==> src/rtl/divider_16bit_if.sv <==
// Operand/result bundle for the iterative divider.
// Ports: start/dividend/divisor flow master->slave; quotient/remainder/busy/
//        done/div0/ovfl flow slave->master. WIDTH sets operand/result width.
interface divider_16bit_if #(
   parameter int WIDTH = 16
);
   logic             start;
   logic [WIDTH-1:0] dividend;
   logic [WIDTH-1:0] divisor;
   logic [WIDTH-1:0] quotient;
   logic [WIDTH-1:0] remainder;
   logic             busy;
   logic             done;
   logic             div0;
   logic             ovfl;

   // Requester side (control unit / testbench).
   modport master (
      output start, dividend, divisor,
      input  quotient, remainder, busy, done, div0, ovfl
   );

   // Divider side.
   modport slave (
      input  start, dividend, divisor,
      output quotient, remainder, busy, done, div0, ovfl
   );
endinterface

==> src/rtl/divider_16bit.sv <==
// Purpose: iterative restoring divider, one trial subtraction per cycle.
// Latency: done WIDTH+1 cycles after an accepted start; 1 cycle for divide-by-zero.
// Backpressure: start is ignored while busy; start is accepted in IDLE and in the DONE cycle.
// Ports: clk, rst (sync, active-high); bus (slave modport): start/dividend/divisor in,
//        quotient/remainder/busy/done/div0/ovfl out. Results hold until the next accepted start.
// Option: define DIVIDER_SIGNED_EN for two's-complement operands (quotient truncates
//         toward zero, remainder takes dividend sign, ovfl on most-negative / -1).
//         Without it the divider is unsigned and ovfl is tied to 0.
module divider_16bit #(
   parameter int WIDTH = 16
) (
   input  logic           clk,
   input  logic           rst,
   divider_16bit_if.slave bus
);
   localparam int CW = $clog2(WIDTH + 1);

   localparam logic [1:0] ST_IDLE = 2'd0;
   localparam logic [1:0] ST_RUN  = 2'd1;
   localparam logic [1:0] ST_DONE = 2'd2;

   logic [1:0]       state_q, state_d;
   logic [WIDTH-1:0] r_q, r_d;          // partial remainder
   logic [WIDTH-1:0] q_q, q_d;          // dividend shifting out / quotient shifting in
   logic [WIDTH-1:0] d_q, d_d;          // divisor magnitude
   logic [CW-1:0]    cnt_q, cnt_d;
   logic [WIDTH-1:0] quotient_q, quotient_d;
   logic [WIDTH-1:0] remainder_q, remainder_d;
   logic             div0_q, div0_d;

   logic [WIDTH-1:0] a_mag, b_mag;
   logic [WIDTH:0]   sh, t;
   logic [WIDTH-1:0] r_next, q_next;

`ifdef DIVIDER_SIGNED_EN
   logic neg_q_q, neg_q_d;              // quotient must be negated at the end
   logic neg_r_q, neg_r_d;              // remainder must be negated at the end
   logic ovf_pend_q, ovf_pend_d;        // most-negative / -1 detected at accept
   logic ovfl_q, ovfl_d;

   assign a_mag = bus.dividend[WIDTH-1] ? -bus.dividend : bus.dividend;
   assign b_mag = bus.divisor[WIDTH-1]  ? -bus.divisor  : bus.divisor;
   assign bus.ovfl = ovfl_q;
`else
   assign a_mag = bus.dividend;
   assign b_mag = bus.divisor;
   assign bus.ovfl = 1'b0;
`endif

   // One restoring step: shift {R,Q} left, trial-subtract D. R < D always holds,
   // so the shifted R fits in WIDTH+1 bits and t[WIDTH] is a valid sign bit.
   assign sh     = {r_q, q_q[WIDTH-1]};
   assign t      = sh - {1'b0, d_q};
   assign r_next = t[WIDTH] ? sh[WIDTH-1:0] : t[WIDTH-1:0];
   assign q_next = {q_q[WIDTH-2:0], ~t[WIDTH]};

   always_comb begin
      state_d     = state_q;
      r_d         = r_q;
      q_d         = q_q;
      d_d         = d_q;
      cnt_d       = cnt_q;
      quotient_d  = quotient_q;
      remainder_d = remainder_q;
      div0_d      = div0_q;
`ifdef DIVIDER_SIGNED_EN
      neg_q_d     = neg_q_q;
      neg_r_d     = neg_r_q;
      ovf_pend_d  = ovf_pend_q;
      ovfl_d      = ovfl_q;
`endif
      case (state_q)
         ST_IDLE, ST_DONE: begin
            state_d = ST_IDLE;
            if (bus.start) begin
               if (bus.divisor == '0) begin
                  // No iterations: canned result straight into DONE.
                  state_d     = ST_DONE;
                  quotient_d  = '1;
                  remainder_d = bus.dividend;
                  div0_d      = 1'b1;
`ifdef DIVIDER_SIGNED_EN
                  ovfl_d      = 1'b0;
`endif
               end else begin
                  state_d = ST_RUN;
                  r_d     = '0;
                  q_d     = a_mag;
                  d_d     = b_mag;
                  cnt_d   = CW'(WIDTH);
                  div0_d  = 1'b0;
`ifdef DIVIDER_SIGNED_EN
                  ovfl_d     = 1'b0;
                  neg_q_d    = bus.dividend[WIDTH-1] ^ bus.divisor[WIDTH-1];
                  neg_r_d    = bus.dividend[WIDTH-1];
                  // Magnitude path already yields 0x8000 rem 0 here; only the flag is extra.
                  ovf_pend_d = (bus.dividend == {1'b1, {(WIDTH-1){1'b0}}}) &&
                               (bus.divisor == '1);
`endif
               end
            end
         end
         ST_RUN: begin
            r_d   = r_next;
            q_d   = q_next;
            cnt_d = cnt_q - CW'(1);
            if (cnt_q == CW'(1)) begin
               state_d     = ST_DONE;
               quotient_d  = q_next;
               remainder_d = r_next;
`ifdef DIVIDER_SIGNED_EN
               if (neg_q_q) quotient_d  = -q_next;
               if (neg_r_q) remainder_d = -r_next;
               ovfl_d = ovf_pend_q;
`endif
            end
         end
         default: state_d = ST_IDLE;
      endcase
   end

   always_ff @(posedge clk) begin
      if (rst) begin
         state_q     <= ST_IDLE;
         r_q         <= '0;
         q_q         <= '0;
         d_q         <= '0;
         cnt_q       <= '0;
         quotient_q  <= '0;
         remainder_q <= '0;
         div0_q      <= 1'b0;
`ifdef DIVIDER_SIGNED_EN
         neg_q_q     <= 1'b0;
         neg_r_q     <= 1'b0;
         ovf_pend_q  <= 1'b0;
         ovfl_q      <= 1'b0;
`endif
      end else begin
         state_q     <= state_d;
         r_q         <= r_d;
         q_q         <= q_d;
         d_q         <= d_d;
         cnt_q       <= cnt_d;
         quotient_q  <= quotient_d;
         remainder_q <= remainder_d;
         div0_q      <= div0_d;
`ifdef DIVIDER_SIGNED_EN
         neg_q_q     <= neg_q_d;
         neg_r_q     <= neg_r_d;
         ovf_pend_q  <= ovf_pend_d;
         ovfl_q      <= ovfl_d;
`endif
      end
   end

   assign bus.quotient  = quotient_q;
   assign bus.remainder = remainder_q;
   assign bus.busy      = (state_q == ST_RUN);
   assign bus.done      = (state_q == ST_DONE);
   assign bus.div0      = div0_q;
endmodule

==> src/flat_wrapper.sv <==
// flat-port wrapper written by rule: the top's interface ports become plain ports
module divider_16bit_flat 
#(
   parameter int WIDTH = 16
)
  (clk, rst, bus_start, bus_dividend, bus_divisor, bus_quotient, bus_remainder, bus_busy, bus_done, bus_div0, bus_ovfl);
  divider_16bit_if #(.WIDTH(WIDTH)) bus_i ();
  input  logic clk;
  input  logic rst;
  input wire logic [$bits(bus_i.start)-1:0] bus_start;
  input wire logic [$bits(bus_i.dividend)-1:0] bus_dividend;
  input wire logic [$bits(bus_i.divisor)-1:0] bus_divisor;
  output wire logic [$bits(bus_i.quotient)-1:0] bus_quotient;
  output wire logic [$bits(bus_i.remainder)-1:0] bus_remainder;
  output wire logic [$bits(bus_i.busy)-1:0] bus_busy;
  output wire logic [$bits(bus_i.done)-1:0] bus_done;
  output wire logic [$bits(bus_i.div0)-1:0] bus_div0;
  output wire logic [$bits(bus_i.ovfl)-1:0] bus_ovfl;
  assign bus_i.start = bus_start;
  assign bus_i.dividend = bus_dividend;
  assign bus_i.divisor = bus_divisor;
  assign bus_quotient = bus_i.quotient;
  assign bus_remainder = bus_i.remainder;
  assign bus_busy = bus_i.busy;
  assign bus_done = bus_i.done;
  assign bus_div0 = bus_i.div0;
  assign bus_ovfl = bus_i.ovfl;
  divider_16bit #(.WIDTH(WIDTH)) u_core (.clk(clk), .rst(rst), .bus(bus_i));
endmodule
==> config.mk <==
export PLATFORM = sky130hd
export DESIGN_NAME = divider_16bit_flat
export DESIGN_NICKNAME = d
export VERILOG_FILES = /design/src/rtl/divider_16bit_if.sv /design/src/rtl/divider_16bit.sv /design/src/flat_wrapper.sv
export SDC_FILE = /design/constraint.sdc
export NUM_CORES = 1
export LEC_CHECK = 0
export BUFFER_PORTS_ARGS = -buffer_cell sky130_fd_sc_hd__buf_2
export CAP_MARGIN = 10
export CORE_MARGIN = 2
export CORE_UTILIZATION = 50
export DETAILED_ROUTE_END_ITERATION = 8
export PLACE_DENSITY = 0.72
export SYNTH_ARGS = -nofsm -noshare
export SYNTH_HDL_FRONTEND = slang
export SYNTH_SLANG_ARGS = --single-unit
==> constraint.sdc <==
create_clock -name clk -period 8.3 [get_ports clk]
set_input_delay 1.245 -clock clk [delete_from_list [all_inputs] [get_ports clk]]
set_output_delay 1.245 -clock clk [all_outputs]
set_load 0.01 [all_outputs]
==> results.sh <==
export IMPL_globalplace_congestion=0.846
export IMPL_synth_edf_count=0
export IMPL_cp_start_kind="input port"
export IMPL_synth_seq_cells=88
export IMPL_synth_cells=579
export IMPL_drive_gt1_share_pct=16.1
export IMPL_die_area_mm2=0.00985
export IMPL_synth_nets=633
export IMPL_grt_max_degree=74
export IMPL_crit_start="bus_divisor[2]"
export IMPL_syn_avg_cell_area_um2=7.83
export IMPL_cts_sinks=88
export IMPL_final_cell_mix="nand2_1, dfxtp_1, buf_2"
export IMPL_tritoncts="built"
export IMPL_dpl_cell_count=720
export IMPL_fp_dieW_um=99.2
export IMPL_p_comb_share_pct=50.7
export IMPL_hold_path_class="flop to flop"
export IMPL_hold_start="u_core.d_q[9]$_SDFFE_PP0P_"
export IMPL_post_cts_buffers=0
export IMPL_core_area_mm2=0.00876
export IMPL_vias=4272
export IMPL_async_flop_share_pct=0
export IMPL_nNetsFinal=677
export IMPL_vdd_ir_drop_worst_mv=0.239
export IMPL_grt_util_all_layers_pct=24.0
export IMPL_seq_power_share_pct=30.5
export IMPL_drt_wl_total_mm=11.7
export IMPL_drtPass1Iterations=5
export IMPL_syn_area_mm2=0.00453
export IMPL_setup_violations=0
export IMPL_drc_errors=0
export IMPL_hold_depth=2
export IMPL_fmax_mhz=314
export IMPL_pin_count=71
export IMPL_start_util_pct=51.7
export IMPL_syn2layout_area_growth_pct=12.6
export IMPL_crit_required_ns=8.58
export IMPL_finalCoreUtilization_pct=58.3
export IMPL_grt_pass1_wl_mm=19.2
export IMPL_swShare_pct=42.8
export IMPL_place_hpwl_mm=8.45
export IMPL_post_cts_resized=0
export IMPL_timing_slew_headroom_pct=23.6
export IMPL_post_route_period_util_pct=38.4
export IMPL_htreeDepth=3
export IMPL_hold_path_endpoint="u_core.d_q[9]$_SDFFE_PP0P_"
export IMPL_dpl_instance_area_mm2=0.00489
export IMPL_cap_violations=0
export IMPL_fin_worst_skew_ns=0.00905
export IMPL_port_buffers=69
export IMPL_die_y_um=99.2
export IMPL_min_period_ns=3.18
export IMPL_rsz0062_at_grt="no"
export IMPL_stdcell_area_mm2=0.00510
export IMPL_reg2reg_from="u_core.q_q[15]$_SDFFE_PP0P_"
export IMPL_status="completed"
export IMPL_grt_pass1_vias=3996
export IMPL_tns_ns=0
export IMPL_p_int_mw=0.993
export IMPL_clk_path_buf_depth=2
export IMPL_yosys_warnings=0
export IMPL_viasPerCell=5.81
export IMPL_endpoint_kind="flop"
export IMPL_power_density_mw_per_mm2=340
export IMPL_instances_no_fill=735
export IMPL_finalPower_mw=1.74
export IMPL_clock_root_buffer="clkbuf_8"
export IMPL_regToRegEndpoint="u_core.bus.remainder[13]$_SDFFE_PP0P_"
export IMPL_antenna_found_initial=0
export IMPL_ys_types=59
export IMPL_clk_pin_slew_ns=0.09
export IMPL_rrSetupSlack_ns=5.14
export IMPL_cts_hold_buf=0
export IMPL_synth_ff_type="dfxtp_1"
export IMPL_clock_latency_ns=0.35
export IMPL_wl_per_cell_um=15.9
export IMPL_cts_made_buffers=9
export IMPL_yosysSeqAreaShare_pct=38.9
export IMPL_critPathMaxFanout=24
export IMPL_slew_viol_final=0
export IMPL_critPathKind="input port to flop"
export IMPL_tightest_slew_ns=1.14
export IMPL_pwr_share_clk_pct=18.8
export IMPL_num_rows=34
export IMPL_final_hold_violation_count=0
export IMPL_power_switching_mw=0.742
export IMPL_drt_iter0_markers=279
export IMPL_drtAntennaViolNets=0
export IMPL_final_common_cell="nand2_1"
export IMPL_overflow=0
export IMPL_r2r_cells=11
export IMPL_arrival_ns=3.46
export IMPL_p_leak_nw=2.13
export IMPL_diodes=0
[worst max-delay path by stage]
stage | to | slack, ns | cells past startpoint
3_5_place_dp | u_core.cnt_q[2]$_SDFFE_PP0P_ | 4.79 | 8
2_1_floorplan | u_core.bus.quotient[10]$_SDFFE_PP0P_ | 5.45 | 8
3_3_place_gp | u_core.cnt_q[2]$_SDFFE_PP0P_ | 4.88 | 8
6_report | u_core.cnt_q[2]$_SDFFE_PP0P_ | 5.12 | 8
4_1_cts | u_core.r_q[0]$_SDFFE_PP0P_ | 5.15 | 11
5_1_grt | u_core.bus.remainder[14]$_SDFFE_PP0P_ | 4.89 | 11
[kinds of logic after synthesis]
| family | Yosys count | share of synthesized area [%] |
|---|---|---|
| AOI/OAI and AO/OA | 177 | 25.1 |
| xor gates and xnor gates | 12 | 2.32 |
| adders and majority gates | 19 | 5.41 |
| buffers and inverters | 68 | 5.88 |
| DFF | 88 | 38.9 |
| muxes | 8 | 1.77 |
| other | 1 | 0.0827 |
| and+or+nand+nor | 206 | 20.6 |
[power by group through the flow]
stage | sequential (mW) | clock, mW | combinational (mW)
floorplan | 0.526 | 0 | 0.680
global placement | 0.535 | 0 | 0.854
detailed placement | 0.537 | 0 | 0.866
CTS | 0.527 | 0.333 | 0.869
global route | 0.536 | 0.353 | 0.963
finish | 0.529 | 0.326 | 0.880
[worst max-delay path, stage by stage]
cell and delay (ns):
buf_2 0.10, nor4_1 0.36, and4_1 0.39, nor2_2 0.16
buf_4 0.26, nor2_1 0.59, o21ai_0 0.19, a21oi_1 0.15
[cell usage after synthesis, drive strengths merged, types with 5 or more instances]
library cell	instances	share of area [%]
nand2	92	7.6
dfxtp	88	39
a21oi	64	7.4
nor2	56	4.8
clkbuf	37	3.1
o21ai	29	3.2
inv	27	2.2
a211oi	19	3.1
ha	18	5.0
a311oi	16	3.1
nand3	11	1.2
a31oi	10	1.4
and3	10	1.4
xnor2	9	1.7
mux2i	8	1.8
nor3	8	0.88
o22ai	7	0.97
nor4	6	0.83
o21a	5	0.83
[metrics by stage]
stage                     hold WS (ns)  worst slack [ns]
final                            0.459              5.12
after global routing             0.480              4.89
after CTS                        0.461              5.15
after detailed placement         0.449              4.79
after global placement           0.445              4.88
after floorplan                  0.436              5.45
[state kept, by name (all words and copies together), names as in the netlist]
register              flops
u_core.q_q               16
u_core.r_q               16
u_core.state_q            2
u_core.bus.div0           1
u_core.bus.remainder     16
u_core.d_q               16
u_core.bus.quotient      16
u_core.cnt_q              5
[area by class of cell]
| class | instances | area, µm² |
|---|---|---|
| clock buffers | 9 | 124 |
| clock inverters | 6 | 92.6 |
| fillers | 845 | 3660 |
| inverters | 28 | 105 |
| multi-input cells | 423 | 2510 |
| flip-flops and latches | 88 | 1760 |
| well taps | 108 | 135 |
| repair buffers | 73 | 375 |
[routing by layer]
| layer | share of wire, % | GRT usage (%) | vias to the layer above |
|---|---|---|---|
| li1 | - | - | 2145 |
| met2 | 46 | 39.3 | 108 |
| met3 | 5.1 | 3.65 | 12 |
| met5 | 0 | 0 | - |
| met1 | 47 | 32.8 | 2007 |
| met4 | 1.4 | 7.27 | 0 |
Power figures use the tool's default switching activity.
